<file path="src/rtl/idft_wb_stream_feeder.sv">
// Wishbone B3 slave buffering IDFT input samples and results, framing the input stream for the core.
// Optional interrupt output enabled by defining IDFT_FEEDER_IRQ_EN.
`default_nettype none

module idft_wb_stream_feeder #(
  parameter int DATA_WIDTH = 32,
  parameter int FIFO_DEPTH = 64,
  parameter int FRAME_LEN  = 64
) (
  input  logic                  wb_clk_i,
  input  logic                  wb_rst_ni,
  input  logic [31:0]           wb_adr_i,
  input  logic [DATA_WIDTH-1:0] wb_dat_i,
  input  logic [3:0]            wb_sel_i,
  input  logic                  wb_cyc_i,
  input  logic                  wb_stb_i,
  input  logic                  wb_we_i,
  output logic [DATA_WIDTH-1:0] wb_dat_o,
  output logic                  wb_ack_o,
  output logic                  wb_err_o,
  output logic [DATA_WIDTH-1:0] core_dat_o,
  output logic                  core_vld_o,
  output logic                  core_last_o,
  input  logic                  core_rdy_i,
  input  logic [DATA_WIDTH-1:0] res_dat_i,
  input  logic                  res_vld_i,
  output logic                  res_rdy_o
`ifdef IDFT_FEEDER_IRQ_EN
  ,
  output logic                  irq_o
`endif
);

  localparam int AW = $clog2(FIFO_DEPTH);
  localparam int CW = AW + 1;
  localparam logic [CW-1:0] DEPTH_CNT  = CW'(FIFO_DEPTH);
  localparam logic [CW-1:0] FRAME_CNT  = CW'(FRAME_LEN);
  localparam logic [CW-1:0] FRAME_LAST = CW'(FRAME_LEN - 1);

  localparam logic [1:0] ADR_CTRL   = 2'd0;
  localparam logic [1:0] ADR_STATUS = 2'd1;
  localparam logic [1:0] ADR_DIN    = 2'd2;
  localparam logic [1:0] ADR_DOUT   = 2'd3;

  typedef enum logic [1:0] {
    S_IDLE   = 2'd0,
    S_STREAM = 2'd1,
    S_WAIT   = 2'd2,
    S_DONE   = 2'd3
  } state_t;

  state_t state;

  logic [DATA_WIDTH-1:0] in_mem  [FIFO_DEPTH];
  logic [DATA_WIDTH-1:0] out_mem [FIFO_DEPTH];

  logic [AW-1:0] in_wr_ptr, in_rd_ptr, out_wr_ptr, out_rd_ptr;
  logic [CW-1:0] in_cnt, out_cnt, in_cnt_nxt, out_cnt_nxt;
  logic [CW-1:0] beat_cnt, res_cnt;

  logic       req, bad, ok;
  logic [1:0] reg_sel;
  logic       push_in, pop_in, push_out, pop_out;
  logic       flush, start_go, can_start, in_enough;
  logic       in_full, in_empty, out_empty, busy, done;
  logic       enter_done;
  logic [31:0]           status_word;
  logic [DATA_WIDTH-1:0] rd_data;

  logic unused_adr;
  assign unused_adr = ^{wb_adr_i[31:4], wb_adr_i[1:0]};

  assign reg_sel   = wb_adr_i[3:2];
  assign req       = wb_cyc_i & wb_stb_i & ~(wb_ack_o | wb_err_o);

  assign in_full   = (in_cnt == DEPTH_CNT);
  assign in_empty  = (in_cnt == '0);
  assign out_empty = (out_cnt == '0);
  assign in_enough = (in_cnt >= FRAME_CNT);
  assign busy      = (state == S_STREAM) || (state == S_WAIT);
  assign done      = (state == S_DONE);
  assign can_start = (state == S_IDLE) || (state == S_DONE);

  // Stream side is derived from registered state so it falls the cycle a flush lands.
  assign core_vld_o  = (state == S_STREAM) && !in_empty;
  assign core_dat_o  = core_vld_o ? in_mem[in_rd_ptr] : '0;
  assign core_last_o = core_vld_o && (beat_cnt == FRAME_LAST);

  assign pop_in     = core_vld_o & core_rdy_i;
  assign push_out   = res_vld_i & res_rdy_o;
  assign enter_done = (state == S_WAIT) && push_out && (res_cnt == FRAME_LAST) && !flush;

  assign status_word = {12'd0, out_empty, in_full, done, busy, 8'(out_cnt), 8'(in_cnt)};

  always_comb begin
    bad = 1'b0;
    case (reg_sel)
      ADR_CTRL:   bad = !wb_we_i || (wb_dat_i[0] && can_start && !in_enough);
      ADR_STATUS: bad = wb_we_i;
      ADR_DIN:    bad = !wb_we_i || in_full;
      ADR_DOUT:   bad = wb_we_i || out_empty;
      default:    bad = 1'b1;
    endcase
    if (wb_sel_i != 4'hF) begin
      bad = 1'b1;
    end
  end

  assign ok       = req & ~bad;
  assign push_in  = ok & wb_we_i & (reg_sel == ADR_DIN);
  assign pop_out  = ok & ~wb_we_i & (reg_sel == ADR_DOUT);
  assign flush    = ok & wb_we_i & (reg_sel == ADR_CTRL) & wb_dat_i[1];
  assign start_go = ok & wb_we_i & (reg_sel == ADR_CTRL) & wb_dat_i[0] & can_start & ~flush;

  always_comb begin
    rd_data = '0;
    if (ok && !wb_we_i) begin
      case (reg_sel)
        ADR_STATUS: rd_data = DATA_WIDTH'(status_word);
        ADR_DOUT:   rd_data = out_mem[out_rd_ptr];
        default:    rd_data = '0;
      endcase
    end
  end

  always_comb begin
    in_cnt_nxt  = in_cnt;
    out_cnt_nxt = out_cnt;
    if (flush) begin
      in_cnt_nxt  = '0;
      out_cnt_nxt = '0;
    end else begin
      if (push_in && !pop_in) begin
        in_cnt_nxt = in_cnt + 1'b1;
      end else if (!push_in && pop_in) begin
        in_cnt_nxt = in_cnt - 1'b1;
      end
      if (push_out && !pop_out) begin
        out_cnt_nxt = out_cnt + 1'b1;
      end else if (!push_out && pop_out) begin
        out_cnt_nxt = out_cnt - 1'b1;
      end
    end
  end

  always_ff @(posedge wb_clk_i) begin
    if (push_in) begin
      in_mem[in_wr_ptr] <= wb_dat_i;
    end
    if (push_out) begin
      out_mem[out_wr_ptr] <= res_dat_i;
    end
  end

  always_ff @(posedge wb_clk_i or negedge wb_rst_ni) begin
    if (!wb_rst_ni) begin
      in_wr_ptr  <= '0;
      in_rd_ptr  <= '0;
      out_wr_ptr <= '0;
      out_rd_ptr <= '0;
      in_cnt     <= '0;
      out_cnt    <= '0;
      res_rdy_o  <= 1'b0;
    end else begin
      in_cnt    <= in_cnt_nxt;
      out_cnt   <= out_cnt_nxt;
      // Registered so it is low during reset and exact against the next fill level.
      res_rdy_o <= (out_cnt_nxt != DEPTH_CNT);
      if (flush) begin
        in_wr_ptr  <= '0;
        in_rd_ptr  <= '0;
        out_wr_ptr <= '0;
        out_rd_ptr <= '0;
      end else begin
        if (push_in)  in_wr_ptr  <= in_wr_ptr + 1'b1;
        if (pop_in)   in_rd_ptr  <= in_rd_ptr + 1'b1;
        if (push_out) out_wr_ptr <= out_wr_ptr + 1'b1;
        if (pop_out)  out_rd_ptr <= out_rd_ptr + 1'b1;
      end
    end
  end

  always_ff @(posedge wb_clk_i or negedge wb_rst_ni) begin
    if (!wb_rst_ni) begin
      wb_ack_o <= 1'b0;
      wb_err_o <= 1'b0;
      wb_dat_o <= '0;
    end else begin
      wb_ack_o <= req & ~bad;
      wb_err_o <= req & bad;
      wb_dat_o <= rd_data;
    end
  end

  always_ff @(posedge wb_clk_i or negedge wb_rst_ni) begin
    if (!wb_rst_ni) begin
      state    <= S_IDLE;
      beat_cnt <= '0;
      res_cnt  <= '0;
    end else if (flush) begin
      state    <= S_IDLE;
      beat_cnt <= '0;
      res_cnt  <= '0;
    end else begin
      case (state)
        S_IDLE: begin
          if (start_go) begin
            state    <= S_STREAM;
            beat_cnt <= '0;
          end
        end
        S_STREAM: begin
          if (pop_in) begin
            if (beat_cnt == FRAME_LAST) begin
              state   <= S_WAIT;
              res_cnt <= '0;
            end else begin
              beat_cnt <= beat_cnt + 1'b1;
            end
          end
        end
        S_WAIT: begin
          if (push_out) begin
            if (res_cnt == FRAME_LAST) begin
              state <= S_DONE;
            end else begin
              res_cnt <= res_cnt + 1'b1;
            end
          end
        end
        S_DONE: begin
          if (start_go) begin
            state    <= S_STREAM;
            beat_cnt <= '0;
          end
        end
        default: state <= S_IDLE;
      endcase
    end
  end

`ifdef IDFT_FEEDER_IRQ_EN
  logic irq_clr;
  assign irq_clr = ok & wb_we_i & (reg_sel == ADR_CTRL) & wb_dat_i[2];

  always_ff @(posedge wb_clk_i or negedge wb_rst_ni) begin
    if (!wb_rst_ni) begin
      irq_o <= 1'b0;
    end else if (enter_done) begin
      irq_o <= 1'b1;
    end else if (irq_clr) begin
      irq_o <= 1'b0;
    end
  end
`else
  logic unused_done;
  assign unused_done = enter_done;
`endif

endmodule

`default_nettype wire

</file>
<file path="config.mk">
export PLATFORM = sky130hd
export DESIGN_NAME = idft_wb_stream_feeder
export DESIGN_NICKNAME = d
export VERILOG_FILES = /design/src/rtl/idft_wb_stream_feeder.sv
export SDC_FILE = /design/constraint.sdc
export NUM_CORES = 2
export LEC_CHECK = 0
export ABC_CLOCK_PERIOD_IN_PS = 7340
export BUFFER_PORTS_ARGS = -buffer_cell sky130_fd_sc_hd__buf_2
export CORE_ASPECT_RATIO = 1.2
export CORE_UTILIZATION = 50
export DETAILED_ROUTE_END_ITERATION = 10
export PLACE_DENSITY = 0.71
export SLEW_MARGIN = 20
export SYNTH_ARGS = -nofsm -noshare
export SYNTH_HDL_FRONTEND = slang
export SYNTH_SLANG_ARGS = --single-unit
</file>
<file path="constraint.sdc">
create_clock -name wb_clk_i -period 7.34 [get_ports wb_clk_i]
set_input_delay 0 -clock wb_clk_i [delete_from_list [all_inputs] [get_ports wb_clk_i]]
set_output_delay 0 -clock wb_clk_i [all_outputs]
set_load 0.05 [all_outputs]
</file>
; After elaboration in Yosys (flattened, before gate mapping)
; Memories as Yosys holds them, arrays and structs flattened.
; Index checks and enable logic that the tools add are counted.
[totals]
ff_bits = 89
ram_bits = 4096
input_bits = 107
out_inout_bits = 69
word_cells = 141
mem_count = 2
[mem_list]
columns = name, words, width, read_ports, rd_clocked_by_memory_dff, wr, line_no
row1 = in_mem, 64, 32, 1, 0, 1, 54  ; logic [DATA_WIDTH-1:0] in_mem [FIFO_DEPTH];
row2 = out_mem, 64, 32, 1, 0, 1, 55  ; logic [DATA_WIDTH-1:0] out_mem [FIFO_DEPTH];
[op_classes]
n_addsub = 10
n_lt_le_gt_ge = 1
eq_ne = 18
n_mux = 41
bitwise = 20
n_reduce_logical = 36
[op_table]
columns = operator, count
row1 = 7-bit two-way mux, 15
row2 = 32-bit two-way mux, 2
row3 = 32-bit case mux with 2 select lines, 1
row4 = 6-bit two-way mux, 8
row5 = "7-bit by 1-bit adder with 7-bit output, second input constant", 4
row6 = 7-bit case mux with 2 select lines, 2
row7 = "6-bit by 1-bit adder with 6-bit output, second input constant", 4
row8 = 1-bit AND, 15
row9 = "7-bit by 6-bit == test with 1-bit output, second input constant", 2
row10 = 7-bit logical NOT, 2
row11 = "7-bit by 1-bit subtractor with 7-bit output, second input constant", 2
row12 = 2-bit two-way mux, 6
row13 = "3-bit != test, second input constant", 4
row14 = 5-bit AND reduction, 2
row15 = 1-bit logical AND, 9
row16 = 3-bit nonzero test, 3
row17 = "2-bit == test, second input constant", 4
row18 = 2-bit nonzero test, 4
row19 = "7-bit == test, second input constant", 1
row20 = "7-bit >= comparator, second input constant", 1
row21 = 1-bit logical NOT, 7
row22 = "7-bit != test, second input constant", 1
row23 = "3-bit by 2-bit != test with 1-bit output, second input constant", 2
row24 = 2-bit case mux with 3 select lines, 1
row25 = other kinds (11), 24

; Longest topological paths before layout
[depth]
depth_word = 17
ltp_mapped = 16
mapped_depth_nobuf = 14

; Worst setup path after synthesis
; No wires, ideal clock.
[synth_timing]
kind = register to register
startpoint = register res_rdy_o
endpoint = memory out_mem[16][0] (enable)
t_arrival_ns = 4.588
slack_ns = 2.250
stages_incl_launch_ff = 5
n_path_buf = 1
synth_period_minus_slack_ns = 5.090
path_cell_list = dfrtp_1 > and2_1 > buf_1 > nand3_1 > nor4_1
[synth_via]
elab_chain_len = 3
[synth_lines]
columns = element, line_no
row1 = start: declaration, 27  ; output logic res_rdy_o
row2 = start signal: assignment, 168  ; res_rdy_o <= (out_cnt_nxt != DEPTH_CNT);
row3 = 1-bit AND, 90  ; assign push_out = res_vld_i & res_rdy_o;
row4 = 1-bit two-way mux, 150  ; if (push_out) begin
row5 = 1-bit two-way mux (implied by the code), 151  ; out_mem[out_wr_ptr] <= res_dat_i;
row6 = end: declaration, 55
; No other way between the ends.

; Worst setup path after layout
[layout_timing]
startpoint = register in_rd_ptr[0]
endpoint = output port core_dat_o[9]
[layout_via]
elab_chain_len = 2
[layout_lines]
columns = element, line_no
row1 = start: declaration, 57  ; logic [AW-1:0] in_wr_ptr, in_rd_ptr, out_wr_ptr, out_rd_ptr;
row2 = start signal: assignment, 176  ; if (pop_in) in_rd_ptr <= in_rd_ptr + 1'b1;
row3 = memory read 64 x 32 bit, n/a
row4 = 32-bit two-way mux, 86  ; assign core_dat_o = core_vld_o ? in_mem[in_rd_ptr] : '0;
row5 = end: declaration, 21  ; output logic [DATA_WIDTH-1:0] core_dat_o,
; No other way between the ends.

==> impl_metrics.env <==
export IMPL_synth_top_family_by_area="multiplexers"
export IMPL_numCtsBuffers=397
export IMPL_die_h_um=622.0
export IMPL_dp_slack_ps=2244
export IMPL_drive_above_1_share_pct=30.13
export IMPL_grt_ovfl_total=0
export IMPL_core_area_mm2=0.3187
export IMPL_grt_pass1_vias=77005
export IMPL_arrival_ps=5290
export IMPL_run_status="complete, but fails checks"
export IMPL_power_density_mw_per_mm2=317.4
export IMPL_synth_top_area_share_pct=76.80
export IMPL_synth_area_mm2=0.1602
export IMPL_synthXorXnorAreaFrac_pct=0.1625
export IMPL_die_w_um=518.7
export IMPL_setup_viol=0
export IMPL_path_class="reg2out"
export IMPL_synthArstFlopShare_pct=2.127
export IMPL_synth_compound_area_share_pct=1.580
export IMPL_ir_worst_vdd_mv=0.3664
export IMPL_initial_core_util_pct=50.26
export IMPL_final_cell_mix="edfxtp_1, mux4_2, clkbuf_16"
export IMPL_cp_required_ps=7340
export IMPL_critical_path_peak_fanout=61
export IMPL_max_freq_mhz=188.9
export IMPL_cts_repair_resized=0
export IMPL_yosysWarnings=0
export IMPL_wirelength_um=392500
export IMPL_worst_pin_slew_ps=1202
export IMPL_clock_latency_ps=960
export IMPL_globalplace_congestion=0.8217
export IMPL_max_cap_viol_count=0
export IMPL_final_common_cell="edfxtp_1"
export IMPL_synth_edff_count=4096
export IMPL_wl_per_cell_um=33.23
export IMPL_p_leak_uw=0.05535
export IMPL_syn_inst=6772
export IMPL_yosys_area_share_simple_pct=1.306
export IMPL_cts_tree="yes"
export IMPL_synth_cell_types=77
export IMPL_htree_num_levels=5
export IMPL_startpoint_type="flip-flop"
export IMPL_ant_nets=0
export IMPL_dr_pass1_iters=9
export IMPL_grt_max_degree=153
export IMPL_ioPinCount=176
export IMPL_clockBufferDepth=4
export IMPL_synth_fa_ha_area_share_pct=0.1531
export IMPL_grt_pass1_wl_um=557000
export IMPL_fin_crit_ps=5294
export IMPL_synthMuxAreaShare_pct=17.57
export IMPL_fin_ws_ps=2046
export IMPL_finalHoldViolCount=0
export IMPL_area_growth_synth_to_final_pct=13.35
export IMPL_vias=75142
export IMPL_final_setup_tns_ps=0
export IMPL_timing_hold_ws_ps=76.56
export IMPL_cts_root_buf="clkbuf_16"
export IMPL_end_kind="output port"
export IMPL_fin_crit_sh_pct=72.13
export IMPL_yosysTopAreaCell="edfxtp_1"
export IMPL_clkTransAtPathRegs_ps=70
export IMPL_track_usage_pct=24.25
export IMPL_synth_area_leaders="edfxtp_1, mux4_2, dfrtp_1"
export IMPL_drt_iter0_drc=9367
export IMPL_hold_path_class="in2reg"
export IMPL_syn_avg_cell_area_um2=23.65
export IMPL_place_hpwl_um=208600
export IMPL_finalClockSkew_ps=83.12
export IMPL_synthFlopType="edfxtp_1"
export IMPL_fp_row_count=227
export IMPL_rsz0062_at_grt="no"
export IMPL_antenna_found_initial=23
export IMPL_drt_vias_per_instance=6.361
export IMPL_final_nets=7362
export IMPL_ys_ff_latch=4185
export IMPL_dieArea_mm2=0.3226
export IMPL_numClockSinks=4185
export IMPL_violations="DRC"
export IMPL_yosysSeqAreaShare_pct=78.19
export IMPL_synth_nets=6898
export IMPL_port_buffers=145
export IMPL_drc_errors=32
export IMPL_timing_slew_headroom_pct=19.45
export IMPL_finalMaxSlewViolations=0
where the power goes:
| part | switching, uW | internal, uW |
|---|---|---|
| clock | 8790 | 11600 |
| combinational | 5680 | 4360 |
| sequential | 455 | 26700 |
| total | 14900 | 42700 |
cells in the mapped netlist (12+ instances only):
library cell,n
buf_2,121
o21ai_0,65
nand4_1,14
nor2b_1,16
inv_1,12
nand3_1,28
a21oi_1,39
clkbuf_1,196
buf_1,51
dfrtp_1,89
nand2_1,111
ha_1,18
mux2i_1,167
nor3_1,12
a22oi_1,178
mux4_2,1174
nor2_1,179
edfxtp_1,4096
nand3b_1,12
xor2_1,16
cell families after synthesis:
logic type / count (synthesis)
AO/OA/AOI/OAI: 364
XOR/XNOR: 28
adder cells (fa/ha/maj): 19
buffers and inverters: 390
flip-flops: 4185
multiplexers: 1343
AND/OR/NAND/NOR: 443
what timing repair did:
action | in CTS | in global routing
endpoints found under the hold margin | 4238 | 0
hold buffers | 79 | 0
setup buffers | 0 | 0
stage by stage:
stage	power [uW]	area [um2]	utilization [%]	cells
6_report	57620	181500	56.97	11813
5_1_grt	59230	181500	56.96	11806
4_1_cts	57910	181300	56.88	11791
3_5_place_dp	37670	167500	52.58	10986
3_3_place_gp	37480	167400	52.53	10980
2_1_floorplan	34280	160200	-	6772
sequential cells by signal (all words and copies together), names as in the netlist:
name and cells:
beat_cnt 7, wb_ack_o 1, out_wr_ptr 6, wb_err_o 1
in_cnt 7, wb_dat_o 32, res_cnt 7, out_cnt 7
out_mem 2048, in_rd_ptr 6, in_wr_ptr 6, state 2
out_rd_ptr 6, res_rdy_o 1, in_mem 2048
layer usage:
| layer | vias up | part of all wire [%] | wire [um] | global-route usage (%) |
|---|---|---|---|---|
| li1 | 30006 | - | - | - |
| met1 | 40122 | 35 | 139000 | 30.77 |
| met2 | 4150 | 51 | 199500 | 41.08 |
| met3 | 850 | 8.2 | 32170 | 3.757 |
| met4 | 14 | 5.5 | 21710 | 11.69 |
| met5 | - | 0.024 | 96 | 0 |
final cells by class:
class                   count  area [um2]
fillers                 22262      137100
flip-flops and latches   4185      125300
multi-input cells        2197       34290
clock buffers             497       10460
well taps                4236        5300
repair buffers            442        3679
clock inverters           229        2464
inverters                  13       48.80
diodes                     14       35.03
critical path: stages (launching register included):
cell	delay, ps
dfrtp_4	1050
buf_12	470
buf_4	660
mux4_2	350
mux2i_1	130
a22oi_1	540
nand2_1	130
o21ai_0	470
buf_2	360
path summary, 6_finish.rpt:
path | depth (start not counted) | to | start | slack [ps]
min in group asynchronous | 4 | wb_dat_o[18] | wb_rst_ni | 230
worst min register to register | 1 | beat_cnt[5] | beat_cnt[5] | 490
max in group asynchronous | 4 | in_rd_ptr[3] | wb_rst_ni | 5950
worst max register to register | 9 | in_mem[59][18] | state[0] | 2170
worst min-delay path | 2 | out_mem[52][30] | res_dat_i[30] | 80
worst max-delay path | 8 | core_dat_o[9] | in_rd_ptr[0] | 2050
Power figures use the tool's default switching activity.
